$ cat src/rtl/voice_capture_ctrl.sv
// -----------------------------------------------------------------------------
// voice_capture_ctrl
//
// Captures a fixed-length recording from a PDM microphone and hands it to a
// byte-wide RAM write port.  The controller generates the microphone clock,
// packs PDM bits MSB-first into bytes and issues one write per byte through a
// wr_en / wr_ready handshake.  In real mode (sample=0) the stored recording is
// followed by a comparator run; in sample mode (sample=1) the recording is only
// stored as the reference.
//
// Ports
//   clk         system clock, all logic on its rising edge
//   reset       synchronous, active-high reset
//   record      one-cycle start pulse, honoured only in IDLE
//   sample      1 = store as reference sample, 0 = store then compare
//   mic_data    PDM bit from the microphone
//   mic_clk     generated microphone clock (low outside CAPTURE)
//   mic_lr_sel  channel select, tied to left (0)
//   wr_en       RAM write request, held until wr_ready
//   wr_addr     byte address of the pending write
//   wr_data     byte of the pending write
//   wr_sel      target buffer: 1 = sample RAM, 0 = real RAM
//   wr_ready    RAM accepts the pending write this cycle
//   cmp_start   one-cycle comparator start pulse
//   cmp_done    comparator finished
//   busy        controller not in IDLE
//   done        one-cycle end-of-operation pulse
//   overrun     sticky: a completed byte was dropped
// -----------------------------------------------------------------------------
module voice_capture_ctrl #(
   parameter int CLK_DIV = 50,
   parameter int WIDTH   = 8,
   parameter int NBYTES  = 1024,
   parameter int ADDR_W  = 10
) (
   input  logic              clk,
   input  logic              reset,
   input  logic              record,
   input  logic              sample,
   input  logic              mic_data,
   output logic              mic_clk,
   output logic              mic_lr_sel,
   output logic              wr_en,
   output logic [ADDR_W-1:0] wr_addr,
   output logic [WIDTH-1:0]  wr_data,
   output logic              wr_sel,
   input  logic              wr_ready,
   output logic              cmp_start,
   input  logic              cmp_done,
   output logic              busy,
   output logic              done,
   output logic              overrun
);

   localparam int DIV_W = $clog2(CLK_DIV);
   localparam int BIT_W = (WIDTH > 1) ? $clog2(WIDTH) : 1;
   localparam int CNT_W = $clog2(NBYTES + 1);

   localparam logic [DIV_W-1:0] DIV_LAST   = DIV_W'(CLK_DIV - 1);
   // mic_clk is registered, so it is raised one count early to be high
   // exactly while div_cnt_reg >= CLK_DIV/2.
   localparam logic [DIV_W-1:0] DIV_RISE   = DIV_W'(CLK_DIV / 2 - 1);
   localparam logic [BIT_W-1:0] BIT_LAST   = BIT_W'(WIDTH - 1);
   localparam logic [CNT_W-1:0] BYTE_LAST  = CNT_W'(NBYTES - 1);

   typedef enum logic [2:0] {
      IDLE,
      CAPTURE,
      DRAIN,
      COMPARE,
      FINISH
   } state_t;

   state_t             state_reg;
   logic [DIV_W-1:0]   div_cnt_reg;
   logic [BIT_W-1:0]   bit_cnt_reg;
   logic [CNT_W-1:0]   byte_cnt_reg;
   logic [WIDTH-1:0]   shift_reg;

   logic               strobe;
   logic               accept;
   logic [WIDTH-1:0]   byte_next;

   // The bit is taken at the end of the mic_clk high phase, when the
   // microphone output has had the whole half period to settle.
   assign strobe    = (state_reg == CAPTURE) && (div_cnt_reg == DIV_LAST);
   assign accept    = wr_en && wr_ready;
   assign byte_next = {shift_reg[WIDTH-2:0], mic_data};

   assign mic_lr_sel = 1'b0;

   always_ff @(posedge clk) begin
      if (reset) begin
         state_reg    <= IDLE;
         div_cnt_reg  <= '0;
         bit_cnt_reg  <= '0;
         byte_cnt_reg <= '0;
         shift_reg    <= '0;
         mic_clk      <= 1'b0;
         wr_en        <= 1'b0;
         wr_addr      <= '0;
         wr_data      <= '0;
         wr_sel       <= 1'b0;
         cmp_start    <= 1'b0;
         busy         <= 1'b0;
         done         <= 1'b0;
         overrun      <= 1'b0;
      end else begin
         // Retire an accepted write; a byte issued later in this block
         // overrides wr_en so back-to-back writes have no gap.
         if (accept) begin
            wr_en   <= 1'b0;
            wr_addr <= wr_addr + ADDR_W'(1);
         end

         case (state_reg)
            IDLE: begin
               if (record) begin
                  state_reg    <= CAPTURE;
                  busy         <= 1'b1;
                  wr_sel       <= sample;
                  wr_addr      <= '0;
                  div_cnt_reg  <= '0;
                  bit_cnt_reg  <= '0;
                  byte_cnt_reg <= '0;
                  shift_reg    <= '0;
                  mic_clk      <= 1'b0;
                  overrun      <= 1'b0;
               end
            end

            CAPTURE: begin
               if (div_cnt_reg == DIV_LAST) begin
                  div_cnt_reg <= '0;
                  mic_clk     <= 1'b0;
               end else begin
                  div_cnt_reg <= div_cnt_reg + DIV_W'(1);
                  mic_clk     <= (div_cnt_reg >= DIV_RISE);
               end

               if (strobe) begin
                  shift_reg <= byte_next;
                  if (bit_cnt_reg == BIT_LAST) begin
                     bit_cnt_reg  <= '0;
                     byte_cnt_reg <= byte_cnt_reg + CNT_W'(1);
                     // A write still waiting for the RAM keeps its slot;
                     // the new byte is lost and the address stays put.
                     if (wr_en && !wr_ready) begin
                        overrun <= 1'b1;
                     end else begin
                        wr_en   <= 1'b1;
                        wr_data <= byte_next;
                     end
                     // Dropped bytes count toward the recording length so
                     // the recording always spans the same time window.
                     if (byte_cnt_reg == BYTE_LAST) begin
                        state_reg <= DRAIN;
                     end
                  end else begin
                     bit_cnt_reg <= bit_cnt_reg + BIT_W'(1);
                  end
               end
            end

            DRAIN: begin
               if (!wr_en || wr_ready) begin
                  if (wr_sel) begin
                     state_reg <= FINISH;
                     done      <= 1'b1;
                  end else begin
                     state_reg <= COMPARE;
                     cmp_start <= 1'b1;
                  end
               end
            end

            COMPARE: begin
               cmp_start <= 1'b0;
               if (cmp_done) begin
                  state_reg <= FINISH;
                  done      <= 1'b1;
               end
            end

            FINISH: begin
               done      <= 1'b0;
               busy      <= 1'b0;
               state_reg <= IDLE;
            end

            default: begin
               state_reg <= IDLE;
               busy      <= 1'b0;
               done      <= 1'b0;
               cmp_start <= 1'b0;
               mic_clk   <= 1'b0;
            end
         endcase
      end
   end

endmodule

$ cat config.mk
export PLATFORM = sky130hd
export DESIGN_NAME = voice_capture_ctrl
export DESIGN_NICKNAME = d
export VERILOG_FILES = /design/src/rtl/voice_capture_ctrl.sv
export SDC_FILE = /design/constraint.sdc
export NUM_CORES = 1
export LEC_CHECK = 0
export ABC_AREA = 1
export CAP_MARGIN = 20
export CORE_UTILIZATION = 30
export CTS_CLUSTER_SIZE = 16
export DETAILED_ROUTE_END_ITERATION = 10
export GPL_TIMING_DRIVEN = 1
export RECOVER_POWER = 100
export REMOVE_ABC_BUFFERS = 1
export SLEW_MARGIN = 10
export SYNTH_ARGS = -nofsm -noshare
export SYNTH_HDL_FRONTEND = slang
export SYNTH_SLANG_ARGS = --single-unit
$ cat constraint.sdc
create_clock -name clk -period 1.7 [get_ports clk]
set_input_delay 0.51 -clock clk [delete_from_list [all_inputs] [get_ports clk]]
set_output_delay 0.51 -clock clk [all_outputs]
set_load 0.02 [all_outputs]
==> results.json, run 1 <==
{
  "tritoncts": "done",
  "slew_viol_final": 0,
  "setup_tns_ps": 0,
  "drt-initial-drc-count": 111,
  "num-nets-final": 447,
  "diodes": 0,
  "timing.fmax_mhz": 629,
  "wl_mm": 5.90,
  "holdWs_ps": 442,
  "place_area_um2": 3240,
  "clockPowerShare_pct": 26.4,
  "min_path_type": "flip-flop to flip-flop",
  "ys_top_cells_by_count": "nand2_1 (83), dfxtp_1 (55), nor2_1 (48), a21oi_1 (43), inv_1 (39)",
  "first_global_vias": 2226,
  "path_class": "primary input to flip-flop",
  "coreArea_um2": 8680,
  "ys_warn_count": 0,
  "power.density_nw_per_um2": 1130,
  "die_w_um": 96.3,
  "swShare_pct": 36.9,
  "cp_slowest_cell": "clkdlybuf4s50_1",
  "required_ps": 1950,
  "drt-vias-per-instance": 4.53,
  "ys_seq_elements": 55,
  "clock_sinks": 55,
  "skew_ps": 4.18,
  "place_congestion": 0.819,
  "first_pass_iters": 4,
  "grt_pass1_wl_mm": 9.71,
  "cpPeakStageDelay_ps": 470,
  "outcome": "completed",
  "detail-route-antenna-nets": 0,
  "synth-edff-count": 0,
  "netlist_instances": 379,
  "numCtsBuffers": 5,
  "peakVddDrop_mv": 0.410,
  "leakage_uw": 0.00144,
  "antenna_found_initial": 0,
  "p_comb_share_pct": 35.9,
  "crit_chain": "clkdlybuf4s50_1, nand2_1, nor3_1, nand2_1, nor2_1, nand2_1, nand2_1, nand2_1, nor2_1",
  "vias": 2456,
  "yosysSeqAreaShare_pct": 41.3,
  "fp.dieH_um": 96.3,
  "cts.htree.levels": 2,
  "largest_register_ffs": 11,
  "synthTopCellsByArea": "dfxtp_1 (41%), nand2_1 (12%), a21oi_1 (8.1%), nor2_1 (6.8%), nand3_1 (6.6%)",
  "fin_crit_ps": 1590,
  "p_sw_uw": 1410,
  "power_frac_seq_pct": 37.7,
  "crit_path_start_kind": "primary input",
  "finish.utilization_pct": 39.2,
  "post-route-cell-area_um2": 3400,
  "cp_common_cell": "nand2_1",
  "hold_viol": 0,
  "gr-total-overflow": 0,
  "die_area_um2": 9270,
  "synthesis.area_um2": 2670,
  "drive_gt1_share_pct": 13.8,
  "wl_per_cell_um": 10.9,
  "area_delta_synth_final_pct": 27.5,
  "cts-hold-fix-buffers": 0,
  "synthFlopType": "dfxtp_1",
  "worst_setup_hold_path_clk_slew_ps": 90,
  "setup_viol": 0,
  "synthArstFlopShare_pct": 0,
  "clock_path_buffers": 2,
  "grt_setup_unrepaired": "true",
  "finalCritPeriodShare_pct": 93.5,
  "maxCapViolCount": 0,
  "cts_root_buf": "clkbuf_8",
  "clk_latency_ps": 310,
  "track_usage_pct": 13.4,
  "row_count": 34,
  "synth_area_leader_cell": "dfxtp_1",
  "io_buffers": 31,
  "start_util_pct": 30.7,
  "endpoint_kind": "flip-flop",
  "syn_area_per_cell_um2": 7.04,
  "grt_max_degree": 28,
  "drt_drc_violations_left": 0,
  "path_max_fanout": 3,
  "post-dp-hpwl_mm": 4.16,
  "intPower_uw": 2420,
  "ys_types": 29,
  "yosysMostFrequentCell": "nand2_1",
  "ios": 33,
  "crit_arrival_ps": 1840,
  "synth_top_area_share_pct": 41.3
}
stage by stage:
stage	worst slack [ps]	std cells	power (uW)
floorplan	167	368	2310
finish	111	542	3830
detailed placement	-197	531	2750
CTS	11.1	539	3750
global placement	-199	531	2740
global route	-15.8	542	4090
per-layer routing:
layer | part of all wire, % | wire length, um | vias to the layer above | track usage [%]
met1 | 50 | 2940 | 1076 | 16.8
li1 | - | - | 1328 | -
met5 | 0 | 0 | - | 0
met3 | 3.5 | 207 | 5 | 2.69
met2 | 45 | 2670 | 47 | 22.7
met4 | 1.4 | 80 | 0 | 4.35
cell usage in the layout, fill, tap and decap left out, drive strengths merged:
cell / n
a31oi: 1
buf: 24
dfxtp: 55
inv: 44
and3: 1
clkdlybuf4s50: 6
conb: 1
nand3: 39
clkbuf: 7
a21o: 1
xor2: 3
ha: 7
bufinv: 2
dlygate4sd2: 25
nand4: 3
nor2: 55
a21oi: 45
o21ai: 21
nor3: 5
nand2: 89
power by group through the flow:
stage / logic, uW / registers, uW / clock network [uW]
final: 1380 / 1440 / 1010
after global routing: 1540 / 1460 / 1100
after CTS: 1270 / 1440 / 1050
after detailed placement: 1280 / 1470 / 0
after global placement: 1270 / 1470 / 0
after floorplan: 807 / 1500 / 0
cell type report:
type | count | area (um^2)
clock buffers | 6 | 72.6
well taps | 108 | 135
clock inverters | 2 | 60.1
flip-flops and latches | 55 | 1100
fillers | 926 | 5280
inverters | 44 | 165
repair buffers | 56 | 479
multi-input cells | 271 | 1380
path summary, 6_finish.rpt:
check             slack [ps]                        start                           end  cells after the start
hold reg to reg          440      wr_data[3]$_SDFFE_PP0P_       wr_data[3]$_SDFFE_PP0P_                      2
hold / removal           440      wr_data[3]$_SDFFE_PP0P_       wr_data[3]$_SDFFE_PP0P_                      2
setup reg to reg         140  bit_cnt_reg[0]$_SDFFE_PP0P_  byte_cnt_reg[5]$_SDFFE_PP0P_                      7
setup / recovery         110                     wr_ready         wr_addr[7]$_SDFF_PP0_                      9
critical path: cells and delay by family:
family        cells  cell delay (ps)
simple gates      8              860
buf+inv           1              470
kinds of logic after synthesis:
logic type	Yosys count	share of synthesized area (%)
flops	55	41.3
compound gates	68	13.2
xor+xnor	3	0.986
simple gates	190	32.4
fa+ha+maj	7	3.28
buf+inv	55	8.68
other cells	1	0.141
timing repair:
action | CTS | global route
gates cloned | 0 | 2
pin swaps | 0 | 5
gates resized for setup | 25 | 10
setup buffers | 0 | 1
setup endpoints to repair | 25 | 29
Note: power is estimated with default switching activity, not from simulation.
==> inputs of run 2 (changes only) <==
--- a/config.mk
+++ b/config.mk
@@ -8,11 +8,14 @@
 export ABC_AREA = 1
 export CAP_MARGIN = 20
 export CORE_UTILIZATION = 30
+export CTS_CLUSTER_DIAMETER = 60
 export CTS_CLUSTER_SIZE = 16
 export DETAILED_ROUTE_END_ITERATION = 10
+export DONT_BUFFER_PORTS = 1
 export GPL_TIMING_DRIVEN = 1
 export RECOVER_POWER = 100
 export REMOVE_ABC_BUFFERS = 1
+export SKIP_CTS_REPAIR_TIMING = 1
 export SLEW_MARGIN = 10
 export SYNTH_ARGS = -nofsm -noshare
 export SYNTH_HDL_FRONTEND = slang
==> run 2 against run 1 <==
Final area down 13%. Clock-buffer cell count down 1. Sequential share of layout area up 4.9 points. Critical path type is now flip-flop to flip-flop. Sequential power about the same. First-iteration DRC count down 41%. Worst hold slack worse by 180 ps. Critical path depth up 1. Global-route usage down 0.076 points. Via count down 5.7%. Flip-flop and latch count unchanged. Largest power group unchanged. Routed wire length down 4.9%.
==> results.json, run 2 (synthesis gave the netlist of run 1 again) <==
{
  "numCtsBuffers": 5,
  "fp.dieH_um": 96.3,
  "clock_sinks": 55,
  "timing.fmax_mhz": 641,
  "first_global_vias": 2124,
  "detail-route-antenna-nets": 0,
  "place_congestion": 0.841,
  "worst_setup_hold_path_clk_slew_ps": 100,
  "multi_input_area_um2": 1340,
  "final_cell_mix": "nand2_1 (82), dfxtp_1 (55), nor2_1 (49)",
  "antenna_found_initial": 0,
  "power.density_nw_per_um2": 1160,
  "wl_mm": 5.61,
  "finalNonFillerCells": 501,
  "dr_wl_met2_mm": 2.52,
  "largest_register_ffs": 11,
  "grt_setup_unrepaired": "false",
  "dp_cells": 494,
  "gr-total-overflow": 0,
  "min_path_type": "primary input to flip-flop",
  "cts_root_buf": "clkbuf_8",
  "drive_gt1_share_pct": 9.92,
  "start_util_pct": 30.7,
  "peakVddDrop_mv": 0.345,
  "skew_ps": 5.46,
  "wl_met1_mm": 2.76,
  "path_max_fanout": 11,
  "num-nets-final": 407,
  "required_ps": 1940,
  "vias": 2317,
  "setup_viol": 0,
  "tritoncts": "done",
  "hold_viol": 0,
  "post-dp-hpwl_mm": 4.11,
  "drt-vias-per-instance": 4.62,
  "fin_crit_ps": 1560,
  "path_class": "flip-flop to flip-flop",
  "ios": 33,
  "wl_per_cell_um": 11.2,
  "drt_drc_violations_left": 0,
  "io_buffers": 0,
  "final_common_cell": "nand2_1",
  "crit_path_start_kind": "flip-flop",
  "met3_length_um": 245,
  "topRoutingLayerUsed": "met4",
  "row_count": 34,
  "die_area_um2": 9270,
  "clock_path_buffers": 2,
  "drt-initial-drc-count": 65,
  "grt_max_degree": 29,
  "grt_pass1_wl_mm": 9.60,
  "diodes": 0,
  "cts.htree.levels": 2,
  "ff_latch_area_um2": 1100,
  "area_delta_synth_final_pct": 10.6,
  "leakage_uw": 0.00113,
  "slew_viol_final": 0,
  "endpoint_kind": "flip-flop",
  "setup_tns_ps": 0,
  "outcome": "completed",
  "track_usage_pct": 13.3,
  "nFillCells": 928,
  "die_w_um": 96.3,
  "first_pass_iters": 4,
  "crit_arrival_ps": 1800,
  "coreArea_um2": 8680,
  "finalCritPeriodShare_pct": 91.7,
  "maxCapViolCount": 0,
  "clk_latency_ps": 300
}
## run 2: stage by stage
step	utilization (%)	hold slack [ps]	setup slack, ps	power (uW)	cell area (um^2)
final	34.0	266	141	3430	2950
after global routing	34.0	242	1.99	3680	2950
after CTS	34.3	248	118	3480	2980
after detailed placement	33.1	458	135	2620	2870
after global placement	33.1	447	150	2620	2870
after floorplan	-	436	167	2310	2600
## run 2: worst max-delay path: stages (launching register included)
cell,delay [ps]
dfxtp_1,350
inv_1,80
ha_1,140
inv_1,40
nor2_1,120
nand2_2,100
nand2_4,100
nand2_4,80
nor2_4,240
nand3_1,110
a21oi_1,150
## run 2: path summary, 6_finish.rpt
path	end	startpoint	slack [ps]	cells past startpoint
worst max-delay path	shift_reg[5]$_SDFFE_PP0P_	div_cnt_reg[1]$_SDFFE_PP0P_	140	10
worst min-delay path	wr_sel$_SDFFE_PP0P_	reset	270	1
worst max register to register	shift_reg[5]$_SDFFE_PP0P_	div_cnt_reg[1]$_SDFFE_PP0P_	140	10
worst min register to register	bit_cnt_reg[1]$_SDFFE_PP0P_	bit_cnt_reg[1]$_SDFFE_PP0P_	470	2
## run 2: metal layers
layer | GRT usage [%] | up-vias
li1 | - | 1243
met1 | 16.4 | 1029
met2 | 22.5 | 39
met3 | 3.32 | 6
met4 | 4.48 | 0
met5 | 0 | -
## run 2: area by class of cell
cell class / count / share of cell area [%]
multi-input combinational: 269 / 45.4
sequential: 55 / 37.3
inverter: 44 / 5.60
tap: 108 / 4.58
timing repair buffer: 18 / 3.48
clock buffer: 5 / 2.33
clock inverter: 2 / 1.27
## run 2: power by group
| group | leakage (uW) | internal [uW] | switching [uW] |
|---|---|---|---|
| combinational | 0.000632 | 342 | 772 |
| sequential | 0.000444 | 1370 | 104 |
| clock | 0.0000502 | 431 | 411 |
